**config.mk**
```make
export PLATFORM = sky130hd
export DESIGN_NAME = cw305_prog_bridge
export DESIGN_NICKNAME = d
export VERILOG_FILES = /design/src/rtl/cw305_prog_bridge.sv
export SDC_FILE = /design/constraint.sdc
export NUM_CORES = 1
export LEC_CHECK = 0
export ABC_CLOCK_PERIOD_IN_PS = 1800
export BUFFER_PORTS_ARGS = -buffer_cell sky130_fd_sc_hd__buf_2
export CORE_MARGIN = 5
export CORE_UTILIZATION = 30
export DETAILED_ROUTE_END_ITERATION = 16
export GPL_ROUTABILITY_DRIVEN = 0
export GPL_TIMING_DRIVEN = 0
export PLACE_DENSITY = 0.61
export SLEW_MARGIN = 20
export SYNTH_ARGS = -nofsm -noshare
export SYNTH_HDL_FRONTEND = slang
export SYNTH_SLANG_ARGS = --single-unit
```
**constraint.sdc**
```tcl
create_clock -name usb_clk -period 1.8 [get_ports usb_clk]
set_input_delay 0.18 -clock usb_clk [delete_from_list [all_inputs] [get_ports usb_clk]]
set_output_delay 0.18 -clock usb_clk [all_outputs]
set_load 0.02 [all_outputs]
```
**src/rtl/cw305_prog_bridge.sv**
```systemverilog
// Program-load bridge: takes host-written instruction words from the CW305 USB register
// block and commits them to X-HEEP memory through an OBI write master, all on usb_clk.
module cw305_prog_bridge #(
   parameter int pINSTR_WIDTH = 32,
   parameter int pADDR_INC    = 4,
   parameter int pCNT_WIDTH   = 16
) (
   input  logic                    usb_clk,
   input  logic                    reset_i,
   input  logic [pINSTR_WIDTH-1:0] I_instruction,
   input  logic [pINSTR_WIDTH-1:0] I_address,
   input  logic [7:0]              I_status,
   output logic                    O_reset_instr_valid,
   output logic                    O_reset_new_addr_valid,
   output logic                    obi_req_o,
   input  logic                    obi_gnt_i,
   output logic [pINSTR_WIDTH-1:0] obi_addr_o,
   output logic                    obi_we_o,
   output logic [3:0]              obi_be_o,
   output logic [pINSTR_WIDTH-1:0] obi_wdata_o,
   input  logic                    obi_rvalid_i,
   output logic [pCNT_WIDTH-1:0]   O_word_count,
   output logic                    O_align_err,
   output logic                    O_busy
);

   typedef enum logic [2:0] {
      IDLE, ADDR_ACK, ADDR_WAIT, REQ, RESP, INSTR_ACK, INSTR_WAIT
   } state_t;

   state_t                  state_q, state_d;
   logic [pINSTR_WIDTH-1:0] ptr_q, ptr_d;
   logic [pINSTR_WIDTH-1:0] addr_q, addr_d;
   logic [pINSTR_WIDTH-1:0] wdata_q, wdata_d;
   logic [pCNT_WIDTH-1:0]   cnt_q, cnt_d;
   logic                    align_err_q, align_err_d;
   logic                    unused_status;

   function automatic logic [pCNT_WIDTH-1:0] sat_inc(input logic [pCNT_WIDTH-1:0] v);
      return (&v) ? v : v + pCNT_WIDTH'(1);
   endfunction

   function automatic logic [pINSTR_WIDTH-1:0] word_align(input logic [pINSTR_WIDTH-1:0] a);
      return {a[pINSTR_WIDTH-1:2], 2'b00};
   endfunction

   always_ff @(posedge usb_clk) begin
      if (!reset_i) begin
         state_q     <= IDLE;
         ptr_q       <= '0;
         addr_q      <= '0;
         wdata_q     <= '0;
         cnt_q       <= '0;
         align_err_q <= 1'b0;
      end else begin
         state_q     <= state_d;
         ptr_q       <= ptr_d;
         addr_q      <= addr_d;
         wdata_q     <= wdata_d;
         cnt_q       <= cnt_d;
         align_err_q <= align_err_d;
      end
   end

   always_comb begin
      state_d     = state_q;
      ptr_d       = ptr_q;
      addr_d      = addr_q;
      wdata_d     = wdata_q;
      cnt_d       = cnt_q;
      align_err_d = align_err_q;
      unique case (state_q)
         IDLE: begin
            // A new base address wins over a pending word raised in the same cycle.
            if (I_status[0]) begin
               if (I_status[2]) begin
                  ptr_d   = word_align(I_address);
                  cnt_d   = '0;
                  if (I_address[1:0] != 2'b00) align_err_d = 1'b1;
                  state_d = ADDR_ACK;
               end else if (I_status[1]) begin
                  wdata_d = I_instruction;
                  addr_d  = ptr_q;
                  state_d = REQ;
               end
            end
         end
         ADDR_ACK:  state_d = ADDR_WAIT;
         // Wait for the host flag to drop so a stale flag cannot retrigger.
         ADDR_WAIT: if (!I_status[2]) state_d = IDLE;
         REQ:       if (obi_gnt_i) state_d = RESP;
         RESP: begin
            if (obi_rvalid_i) begin
               ptr_d   = ptr_q + pINSTR_WIDTH'(pADDR_INC);
               cnt_d   = sat_inc(cnt_q);
               state_d = INSTR_ACK;
            end
         end
         INSTR_ACK:  state_d = INSTR_WAIT;
         INSTR_WAIT: if (!I_status[1]) state_d = IDLE;
         default:    state_d = IDLE;
      endcase
   end

   assign obi_req_o              = (state_q == REQ);
   assign obi_we_o               = obi_req_o;
   assign obi_be_o               = {4{obi_req_o}};
   assign obi_addr_o             = addr_q;
   assign obi_wdata_o            = wdata_q;
   assign O_reset_new_addr_valid = (state_q != ADDR_ACK);
   assign O_reset_instr_valid    = (state_q != INSTR_ACK);
   assign O_word_count           = cnt_q;
   assign O_align_err            = align_err_q;
   assign O_busy                 = (state_q != IDLE);
   assign unused_status          = ^I_status[7:3];

endmodule

```
==> flow_summary.ini <==
[logic_synthesis]
synth-seq-cells = 112
synth_edf_count = 0
syn_area_um2 = 5220
ys_top_cells_by_area = dfxtp_1 (43%), nand2_1 (12%), a21oi_1 (8.7%), nor2_1 (2.9%), o21ai_0 (2.8%)
syn_avg_cell_area_um2 = 7.64
synth_top_area_share_pct = 42.9
async_reset_ff_share_pct = 0
syn_inst = 684
yosys_most_used_dff = dfxtp_1
yosys.area.top_type = dfxtp_1
synth_cell_type_count = 64
ys_warn_count = 0
yosysSeqAreaShare_pct = 42.9

[timing]
tightest_slew_ps = 624
period_share_pct = 97.8
rsz0062_at_grt = true
hold_viol_final = 0
max_freq_mhz = 568
fin_worst_skew_ps = 8.80
finalSetupViolCount = 0
period_minus_slack_ps = 1760
drv_slew = 0
setup_slack_ps = 39.3
relSlewSlack_pct = 58.4

[clock_network]
clk_latency_ps = 350
h-tree-depth = 3
clk_pin_slew_worst_paths_ps = 80
tritoncts = built
cts_hold_buf = 0
cts-root-buf = clkbuf_16
clock_path_buffers = 2
clock-sinks = 112
numCtsBuffers = 9

[placed_design]
io_buffers = 157
place_area_um2 = 6300
place_ws_ps = -608
dp_hpwl_mm = 12.8
placed_cells = 1067

[global_routing]
grt_antenna_before_repair = 1
grt_pass1_vias = 5153
grt_pass1_wl_mm = 27.8
grt_max_degree = 20
grt.total_usage_pct = 17.1
grt-ovfl-total = 0

[critical_path]
worstPathArrival_ps = 2000
rr_endpoint = ptr_q[27]
critPathKind = reg -> reg
critPathMaxFanout = 10
critPathCaptureType = flip-flop
r2r_cells = 6
worstReg2RegStart = ptr_q[5]
rrSetupSlack_ps = 40
crit_required_ps = 2040
cp-start-kind = flip-flop

[detailed_routing]
vias_per_cell = 5.05
wl_mm = 17.6
firstDrtPassIters = 5
wl_per_cell_um = 16.0
ant_nets = 0
drtIter0Drc = 349
drcViolationCount = 0
vias = 5574

[pwr]
powerDensity_nw_per_um2 = 740
finalPower_w = 0.00519
power.leakage_nw = 2.88
peakVddDrop_mv = 0.519

[finish]
fin_nets = 951
area_delta_synth_final_pct = 34.3
n_fill_cell = 1866
final_cell_area_um2 = 7010
n_antenna_cell = 0
final_common_cell = nand2_1
drive_gt1_share_pct = 32.9
layout_common_cells = nand2_1 (166), buf_2 (160), dfxtp_1 (93)
fin_cells = 1103

[hold_path]
hp-start = I_instruction[19]
min_to = obi_wdata_o[19]
hold_path_class = in -> reg
min_path_cells = 3

[floorplanning]
core_um2 = 17200
dieHeight_um = 142
die-area_um2 = 20100
ios = 166
start_util_pct = 30.4
die_w_um = 142
placementRows = 48

[flow_run]
drv_cap = 0

[status]
status = completed
-- stage by stage --
| stage | hold WS [ps] | setup TNS, ps | utilization (%) |
|---|---|---|---|
| after floorplan | 316 | 0 | - |
| after global placement | 421 | -33800 | 36.7 |
| after detailed placement | 428 | -42850 | 36.7 |
| after CTS | 43.4 | -8.00 | 39.7 |
| after global routing | 48.3 | -261 | 40.8 |
| final | 56.2 | 0 | 40.8 |
-- cell usage after synthesis (5+ instances only) --
library cell	number
nor2_1	41
buf_2	9
o21ai_0	29
nand2_1	170
a21oi_1	91
buf_4	7
o21a_1	6
dfxtp_1	112
nand4_1	17
and3_1	7
nand3_1	18
inv_1	12
clkbuf_1	31
nor4_1	5
a31oi_1	11
and2_1	5
or3_1	13
nor3_1	12
-- power breakdown --
group	total [W]	internal [W]	switching [W]
sequential	0.00265	0.00256	0.0000971
clock	0.00191	0.000953	0.000960
combinational	0.000627	0.000252	0.000375
total	0.00519	0.00376	0.00143
-- critical path, cell delays in order, from the launching register on --
cell     delay, ps
dfxtp_2        410
nand4_1        210
nor2_2         230
buf_4          230
nand4_1        180
o221a_2        290
o31a_1          90
-- layout make-up --
| type | instances | area, um^2 | share of cell area, % |
|---|---|---|---|
| multi-input combinational | 509 | 2840 | 40.5 |
| sequential | 112 | 2280 | 32.5 |
| inverter | 13 | 48.8 | 0.696 |
| tap | 225 | 282 | 4.01 |
| clock buffer | 9 | 225 | 3.21 |
| clock inverter | 7 | 51.3 | 0.731 |
| buffer | 49 | 310 | 4.42 |
| timing repair buffer | 179 | 977 | 13.9 |
-- sequential cells by signal, indices dropped and copies added, names as in the netlist --
name / cells
obi_addr_o: 30
O_align_err: 1
ptr_q: 30
state_q: 3
obi_wdata_o: 32
O_word_count: 16
-- cell families (layout without fill, tap and decap cells) --
logic type / Yosys count / count (layout) / synth area share, %
DFF: 112 / 112 / 42.9
muxes: 6 / 6 / 1.22
adders and majority gates: 2 / 2 / 0.479
xor gates and xnor gates: 5 / 5 / 0.839
buffers and inverters: 64 / 257 / 5.32
other: 1 / 2 / 0.0718
and+or+nand+nor: 317 / 317 / 28.8
AOI/OAI and AO/OA: 177 / 177 / 20.3
-- layer usage --
layer	up-vias	wire (um)	GRT usage, %
met5	-	7	0
met4	2	325	5.15
met3	21	1390	3.76
met2	201	8290	27.1
met1	2575	7610	23.5
li1	2775	-	-
-- worst max path at each step --
stage / start / end / slack, ps / depth (start not counted)
floorplan: ptr_q[7] / ptr_q[31] / 30 / 5
global placement: state_q[0] / obi_wdata_o[3] / -440 / 6
detailed placement: state_q[0] / obi_wdata_o[28] / -610 / 6
CTS: state_q[2] / O_word_count[6] / -8 / 7
global route: ptr_q[6] / ptr_q[15] / -80 / 5
finish: ptr_q[5] / ptr_q[27] / 40 / 6
-- repair_timing --
item	CTS	global route
endpoints found under the setup margin	114	110
pin swaps	7	9
gates resized for setup	54	56
buffers inserted	12	10
Power figures use the tool's default switching activity.
